`config.mk`:
```
export PLATFORM = sky130hd
export DESIGN_NAME = seq_divider
export DESIGN_NICKNAME = d
export VERILOG_FILES = /design/src/rtl/seq_divider.sv
export SDC_FILE = /design/constraint.sdc
export NUM_CORES = 1
export LEC_CHECK = 0
export ABC_CLOCK_PERIOD_IN_PS = 6050
export CAP_MARGIN = 10
export CORE_MARGIN = 2
export CORE_UTILIZATION = 58
export DETAILED_ROUTE_END_ITERATION = 10
export GPL_ROUTABILITY_DRIVEN = 0
export PLACE_DENSITY = 0.95
export SYNTH_ARGS = -nofsm -noshare
export SYNTH_HDL_FRONTEND = slang
export SYNTH_SLANG_ARGS = --single-unit
```
`constraint.sdc`:
```
create_clock -name clk -period 6.05 [get_ports clk]
set_input_delay 0.9075 -clock clk [delete_from_list [all_inputs] [get_ports clk]]
set_output_delay 0.9075 -clock clk [all_outputs]
set_load 0.01 [all_outputs]
```
`src/rtl/seq_divider.sv`:
```
// Multi-cycle unsigned restoring divider, one quotient bit per clock, start/busy/done handshake.
// Optional macro DIV_ZERO_FAST_EN: a zero divisor finishes in one cycle without iterating.
module seq_divider #(
  parameter int DATA_SIZE = 16
) (
  input  logic                 clk,
  input  logic                 rst,
  input  logic                 start,
  input  logic [DATA_SIZE-1:0] dividend,
  input  logic [DATA_SIZE-1:0] divisor,
  output logic                 busy,
  output logic                 done,
  output logic [DATA_SIZE-1:0] quotient,
  output logic [DATA_SIZE-1:0] remainder,
  output logic                 div_by_zero
);

  localparam int CW = (DATA_SIZE > 2) ? $clog2(DATA_SIZE) : 1;
  localparam logic [CW-1:0] LAST = CW'(DATA_SIZE - 1);

  typedef enum logic [1:0] {S_IDLE, S_RUN, S_DONE} state_t;

  state_t               state_q, state_d;
  logic [DATA_SIZE-1:0] rem_q, rem_d;
  logic [DATA_SIZE-1:0] sh_q, sh_d;
  logic [DATA_SIZE-1:0] dvsr_q, dvsr_d;
  logic [CW-1:0]        cnt_q, cnt_d;
  logic [DATA_SIZE-1:0] quot_q, quot_d;
  logic [DATA_SIZE-1:0] remo_q, remo_d;
  logic                 busy_q, busy_d;
  logic                 done_q, done_d;
  logic                 dbz_q, dbz_d;

  // The stored partial remainder never exceeds divisor-1, so its top bit is
  // always 0; only the trial subtraction needs the extra bit.
  logic [DATA_SIZE:0]   shifted, diff;
  logic [DATA_SIZE-1:0] rem_nx, sh_nx;

  always_comb begin
    shifted = {rem_q, sh_q[DATA_SIZE-1]};
    diff    = shifted - {1'b0, dvsr_q};
    if (!diff[DATA_SIZE]) begin
      rem_nx = diff[DATA_SIZE-1:0];
      sh_nx  = {sh_q[DATA_SIZE-2:0], 1'b1};
    end else begin
      rem_nx = shifted[DATA_SIZE-1:0];
      sh_nx  = {sh_q[DATA_SIZE-2:0], 1'b0};
    end

    state_d = state_q;
    rem_d   = rem_q;
    sh_d    = sh_q;
    dvsr_d  = dvsr_q;
    cnt_d   = cnt_q;
    quot_d  = quot_q;
    remo_d  = remo_q;
    busy_d  = busy_q;
    done_d  = 1'b0;
    dbz_d   = dbz_q;

    case (state_q)
      S_RUN: begin
        rem_d = rem_nx;
        sh_d  = sh_nx;
        cnt_d = cnt_q + CW'(1);
        if (cnt_q == LAST) begin
          state_d = S_DONE;
          busy_d  = 1'b0;
          done_d  = 1'b1;
          quot_d  = sh_nx;
          remo_d  = rem_nx;
        end
      end
      default: begin
        state_d = S_IDLE;
        if (start) begin
          dvsr_d  = divisor;
          sh_d    = dividend;
          rem_d   = '0;
          cnt_d   = '0;
          dbz_d   = (divisor == '0);
          state_d = S_RUN;
          busy_d  = 1'b1;
`ifdef DIV_ZERO_FAST_EN
          if (divisor == '0) begin
            state_d = S_DONE;
            busy_d  = 1'b0;
            done_d  = 1'b1;
            quot_d  = '1;
            remo_d  = dividend;
          end
`endif
        end
      end
    endcase
  end

  always_ff @(posedge clk) begin
    if (rst) begin
      state_q <= S_IDLE;
      rem_q   <= '0;
      sh_q    <= '0;
      dvsr_q  <= '0;
      cnt_q   <= '0;
      quot_q  <= '0;
      remo_q  <= '0;
      busy_q  <= 1'b0;
      done_q  <= 1'b0;
      dbz_q   <= 1'b0;
    end else begin
      state_q <= state_d;
      rem_q   <= rem_d;
      sh_q    <= sh_d;
      dvsr_q  <= dvsr_d;
      cnt_q   <= cnt_d;
      quot_q  <= quot_d;
      remo_q  <= remo_d;
      busy_q  <= busy_d;
      done_q  <= done_d;
      dbz_q   <= dbz_d;
    end
  end

  assign busy        = busy_q;
  assign done        = done_q;
  assign quotient    = quot_q;
  assign remainder   = remo_q;
  assign div_by_zero = dbz_q;

endmodule

```
; Word-level counts from Yosys, hierarchy flattened
; Index checks and enable logic that the tools add are counted.
[word_totals]
output_inout_bits = 35
in_bits = 35
register_bits = 89
wordCells = 37
[classes]
addsub = 2
n_reduce_logical = 6
muxes = 15
n_eq_ne = 3
bitwise_logic = 1
[ops]
columns = op, n
row1 = $mux 16, 5
row2 = $sub 17x16->17, 1
row3 = $logic_not 16->1, 1
row4 = $mux 4, 2
row5 = $mux 1, 6
row6 = $reduce_and 2->1, 3
row7 = $add 4x1->4 const B, 1
row8 = $eq 4x4->1 const B, 1
row9 = $mux 2, 2
row10 = $eq 2x1->1 const B, 1
row11 = $ne 2x2->1 const B, 1
row12 = $reduce_bool 2->1, 1
row13 = $reduce_or 2->1, 1
row14 = $not 1->1, 1

; Depth between registers and ports, before layout
[logic_depth]
word_depth = 3
ltp_mapped = 12
depth_no_buf = 11

; Worst setup path after synthesis
; OpenSTA, ideal clock, no wires.
[synth_path]
kind = register to register
from = register sh_q[15]
to = register remo_q[15] (netlist: remainder[15])
arrival_time_ps = 2472
path_stages_with_launch = 12
setup_slack_ps = 3456
required_ps = 5928
synth_period_minus_slack_ps = 2594
n_path_buf = 1
cell_sequence = dfxtp_1 inv_1 ha_1 inv_1 fa_1 a211o_1 a211oi_2 o21ai_1 and3_1 a211o_1 buf_6 o311a_1
[synth_via]
elab_chain_len = 2
[synth_rtl]
columns = item, line_no
row1 = start: declaration, 25  ; logic [DATA_SIZE-1:0] sh_q, sh_d;
row2 = start signal: assignment, 102  ; sh_q <= '0;
row3 = start signal: assignment, 113  ; sh_q <= sh_d;
row4 = $sub 17x16->17, 41  ; diff = shifted - {1'b0, dvsr_q};
row5 = $mux 16, 42  ; if (!diff[DATA_SIZE]) begin
row6 = end signal: assignment, 117  ; remo_q <= remo_d;
row7 = end: declaration, 29  ; logic [DATA_SIZE-1:0] remo_q, remo_d;
; No other way between the ends.
; A chain may end at the register's enable or synchronous reset.

; Worst setup path in the final report
[layout_path]
from = register sh_q[15]
to = register rem_q[6]
[layout_via]
elab_chain_len = 3
[layout_rtl]
columns = item, line_no
row1 = $sub 17x16->17, 41
row2 = $mux 16, 42
row3 = $mux 16, 61  ; case (state_q)
row4 = end signal: assignment, 112  ; rem_q <= rem_d;
row5 = end: declaration, 24  ; logic [DATA_SIZE-1:0] rem_q, rem_d;
; No other way between the ends.

==> impl_summary.txt <==
----------------------------------------------------
[GRT]
  Global routing met3 resource utilization ... 0.0467
  Overflow after GRT ... 0
  GR met2 Demand/Resource ... 0.476
  Met1 routing resource usage after global routing ... 0.313
  Via count of the first global-routing pass ... 3829
  Most used routing layer ... met2
  Antenna violations before repair ... 0
  Pin count of the biggest net entering global routing ... 62
  Global-route wire length before repair ... about 18 mm
  Overall global routing resource usage ... 0.267

[Floorplan]
  Number of placement rows ... 31
  Die height ... between 90 and 100 um
  Count of boundary I/O pins ... 70
  DIE AREA ... slightly above 0.008 mm^2
  Horizontal die dimension ... 90.4 um
  Initial cell density of the core ... 0.597
  Floorplan core area ... just over 0.007 mm^2

[CTS]
  Clk_lat worst skew ... ~370 ps
  TritonCTS clock tree ... done
  Worst-case clock buffer depth ... 2
  Clock Sinks ... 89
  CTS root buffer ... sky130_fd_sc_hd__clkbuf_8
  Hold bufs inserted after CTS ... 0
  Post CTS Setup Buffer Count ... 0
  Number of CTS-inserted buffers ... 9
  Count of H-tree levels built during CTS ... 3
  Clock-pin slew on the worst setup and hold paths ... about 90 ps
  Number of cells upsized or downsized after cts ... 0

[Synth]
  Post-synthesis cell count ... just over 500
  Number of unique standard cell types used by synthesis ... 49
  Most used standard cell by instance count after synthesis ... sky130_fd_sc_hd__dfxtp_1
  Post-synth EDFFs ... 0
  Sequential element share of the synthesized area ... 0.411
  Ys flop type ... sky130_fd_sc_hd__dfxtp_1
  Share of synthesized registers carrying an async set or reset ... 0
  Synth Area per Inst ... roughly 8.4 um^2
  Synthesized Nets ... between 500 and 600
  Portion of synthesized cell area occupied by the leading cell type ... 0.411
  Number of warnings printed during yosys synthesis ... 0
  Synthesized cell area ... between 0.004 and 0.005 mm^2
  Number of synthesized register bits ... between 80 and 90
  Library cell with the largest summed area after synthesis ... sky130_fd_sc_hd__dfxtp_1
  Top post-synthesis cells by area ... sky130_fd_sc_hd__dfxtp_1 (41%), sky130_fd_sc_hd__nand2_1 (7.5%), sky130_fd_sc_hd__mux2i_1 (6.9%)
  Top cells by count, synth ... sky130_fd_sc_hd__dfxtp_1 (89), sky130_fd_sc_hd__nand2_1 (86), sky130_fd_sc_hd__nor2_1 (52)

[Power and ir drop]
  Switching share of total power ... 0.404
  Combinational power share ... 0.521
  Internal power of the cells ... 1380 uW
  VDD IR max ... 0.277 mV
  Cell Pwr Density ... ~440 mW/mm^2
  Total Power Consumption ... approximately 2300 uW
  Clk network pwr share ... 0.183
  Part of the total power dissipated in sequential elements ... 0.295
  Reported net switching power ... 935 uW
  Cell leakage power ... about 0.002 uW

[Drt]
  Detailed-route wire length ... 11.0 mm
  Starting DRC count in detailed routing ... 280
  Avg WL per Cell ... ~16 um
  Total vias in the final route ... a little over 4000
  Post-route DRC violation count ... 0
  DRT antenna net count ... 0
  DR vias/cell ... a little under 6
  First-pass iteration count of the detailed router ... 7

[STA]
  Maximum clock frequency ... around 310 MHz
  Slew HR ... 0.249
  Final worst path period share ... 0.541
  Slew at the pin closest to its max-slew limit ... about 1100 ps
  Final count of hold timing violations ... 0
  Final slew viol count ... 0
  Unrepaired setup endpoints after global routing ... false
  Final sum of negative setup slack ... 0 ps
  Clock period minus worst slack ... between 3000 and 4000 ps
  Endpoints failing setup ... 0
  Worst hold margin ... around 460 ps
  Worst-case clock skew ... around 14 ps

[Critical path]
  Worst setup startpoint ... sh_q[15]$_SDFFE_PP0P_
  Length in cells of the worst reg-to-reg path ... 12
  Critical path startpoint category ... flop
  Type of the worst setup path ... flop to flop
  Crit path capture type ... flop
  Reg2Reg Setup Slack ... ~2800 ps
  Critical Path RT ... between 6000 and 7000 ps
  Capturing point of the worst reg2reg path ... rem_q[6]$_SDFFE_PP0P_
  R2r startpoint ... sh_q[15]$_SDFFE_PP0P_
  CP max FO ... 17
  Endpoint arrival time on the critical path ... ~3500 ps

[Finish]
  Fraction of final layout cells sized beyond drive strength 1 ... 0.0486
  Total number of nets in the final design ... about 620
  Fillers ... 519
  Count of inserted antenna diode cells ... 0
  Cell area after layout ... 0.00527 mm^2
  Synth-to-layout area growth ... 21.7%

[Worst hold path]
  Hold endpoint ... dvsr_q[9]$_SDFFE_PP0P_
  Startpoint of the most critical hold path ... dvsr_q[9]$_SDFFE_PP0P_
  Hold-critical path depth ... 2
  Path type of the worst min-delay path ... flop to flop

[Placement]
  Buffers added on ports ... 69
  HPWL after detailed placement ... between 7 and 8 mm
  Dpl cell area ... between 0.005 and 0.006 mm^2

[Run status]
  Outcome ... completed

[Job]
  Max-cap viol count ... 0

----------------------------------------------------
-- sequential cells by signal, summed over array words and instances (netlist names) --
register / cells
sh_q: 16
remainder: 16
rem_q: 16
busy: 1
state_q: 2
quotient: 16
div_by_zero: 1
cnt_q: 4
dvsr_q: 16
done: 1
-- worst max path at each step --
| stage | to | cells after the start |
|---|---|---|
| after detailed placement | remainder[10]$_SDFFE_PP0P_ | 11 |
| after floorplan | remainder[15]$_SDFFE_PP0P_ | 11 |
| after global placement | remainder[1]$_SDFFE_PP0P_ | 11 |
| after CTS | remainder[10]$_SDFFE_PP0P_ | 11 |
| final | rem_q[6]$_SDFFE_PP0P_ | 12 |
| after global routing | rem_q[6]$_SDFFE_PP0P_ | 12 |
-- cell type report --
class	count	area, um^2	share of cell area
repair buffers	75	751	0.142
clock inverters	4	51.3	0.00973
flip-flops and latches	89	1780	0.338
inverters	18	67.6	0.0128
well taps	99	124	0.0235
clock buffers	12	155	0.0294
multi-input cells	378	2340	0.444
-- power groups by stage --
stage | clock network, uW | logic, uW | registers (uW)
5_1_grt | 452 | 1300 | 689
6_report | 425 | 1210 | 684
2_1_floorplan | 0 | 935 | 679
3_5_place_dp | 0 | 1090 | 695
4_1_cts | 428 | 1110 | 681
3_3_place_gp | 0 | 1030 | 692
-- cell families after synthesis --
kind of cell | Yosys count | synth area share
and+or+nand+nor | 188 | 0.196
adders and majority gates | 18 | 0.0537
DFF | 89 | 0.411
buffers and inverters | 51 | 0.0482
muxes | 30 | 0.0693
xor gates and xnor gates | 13 | 0.0263
AOI/OAI and AO/OA | 129 | 0.195
-- layout by cell type, fill, tap and decap left out, types with 3 or more instances in the layout --
master,n
sky130_fd_sc_hd__nand2_1,86
sky130_fd_sc_hd__dfxtp_1,89
sky130_fd_sc_hd__buf_4,5
sky130_fd_sc_hd__nor4_1,4
sky130_fd_sc_hd__xor2_1,5
sky130_fd_sc_hd__nand3_1,3
sky130_fd_sc_hd__nor3_1,9
sky130_fd_sc_hd__a211o_1,5
sky130_fd_sc_hd__and2_1,5
sky130_fd_sc_hd__a211oi_1,31
sky130_fd_sc_hd__nor3b_1,5
sky130_fd_sc_hd__a21o_1,10
sky130_fd_sc_hd__nor2_1,52
sky130_fd_sc_hd__nand4_1,4
sky130_fd_sc_hd__a21oi_1,45
sky130_fd_sc_hd__o21ai_1,14
sky130_fd_sc_hd__clkdlybuf4s50_1,68
sky130_fd_sc_hd__inv_1,18
sky130_fd_sc_hd__ha_1,17
sky130_fd_sc_hd__mux2i_1,30
sky130_fd_sc_hd__o21ai_0,5
sky130_fd_sc_hd__nand2b_1,7
sky130_fd_sc_hd__clkbuf_8,11
sky130_fd_sc_hd__xnor2_1,8
-- worst max-delay path: stages, from the launching register on --
cell and delay (ps):
sky130_fd_sc_hd__dfxtp_1 340, sky130_fd_sc_hd__inv_1 80, sky130_fd_sc_hd__ha_1 160, sky130_fd_sc_hd__inv_1 50, sky130_fd_sc_hd__fa_1 430, sky130_fd_sc_hd__a211o_1 330, sky130_fd_sc_hd__a211oi_2 270, sky130_fd_sc_hd__o21ai_1 130
sky130_fd_sc_hd__nand2_1 110, sky130_fd_sc_hd__a211o_1 610, sky130_fd_sc_hd__buf_16 230, sky130_fd_sc_hd__mux2i_1 270, sky130_fd_sc_hd__o21ai_1 110
-- stage by stage --
stage                     setup slack [ps]  cells  utilization
after global placement                2770    658        0.694
after floorplan                       3460    518            -
after global routing                  2590    675        0.727
after CTS                             2440    674        0.723
final                                 2780    675        0.727
after detailed placement              2490    658        0.694
-- metal layers --
metal,vias to the layer above,wire [um]
met5,-,0
met4,0,260
met3,30,709
met2,180,5590
met1,1887,4410
li1,1924,-
Note: power is estimated with default switching activity, not from simulation.
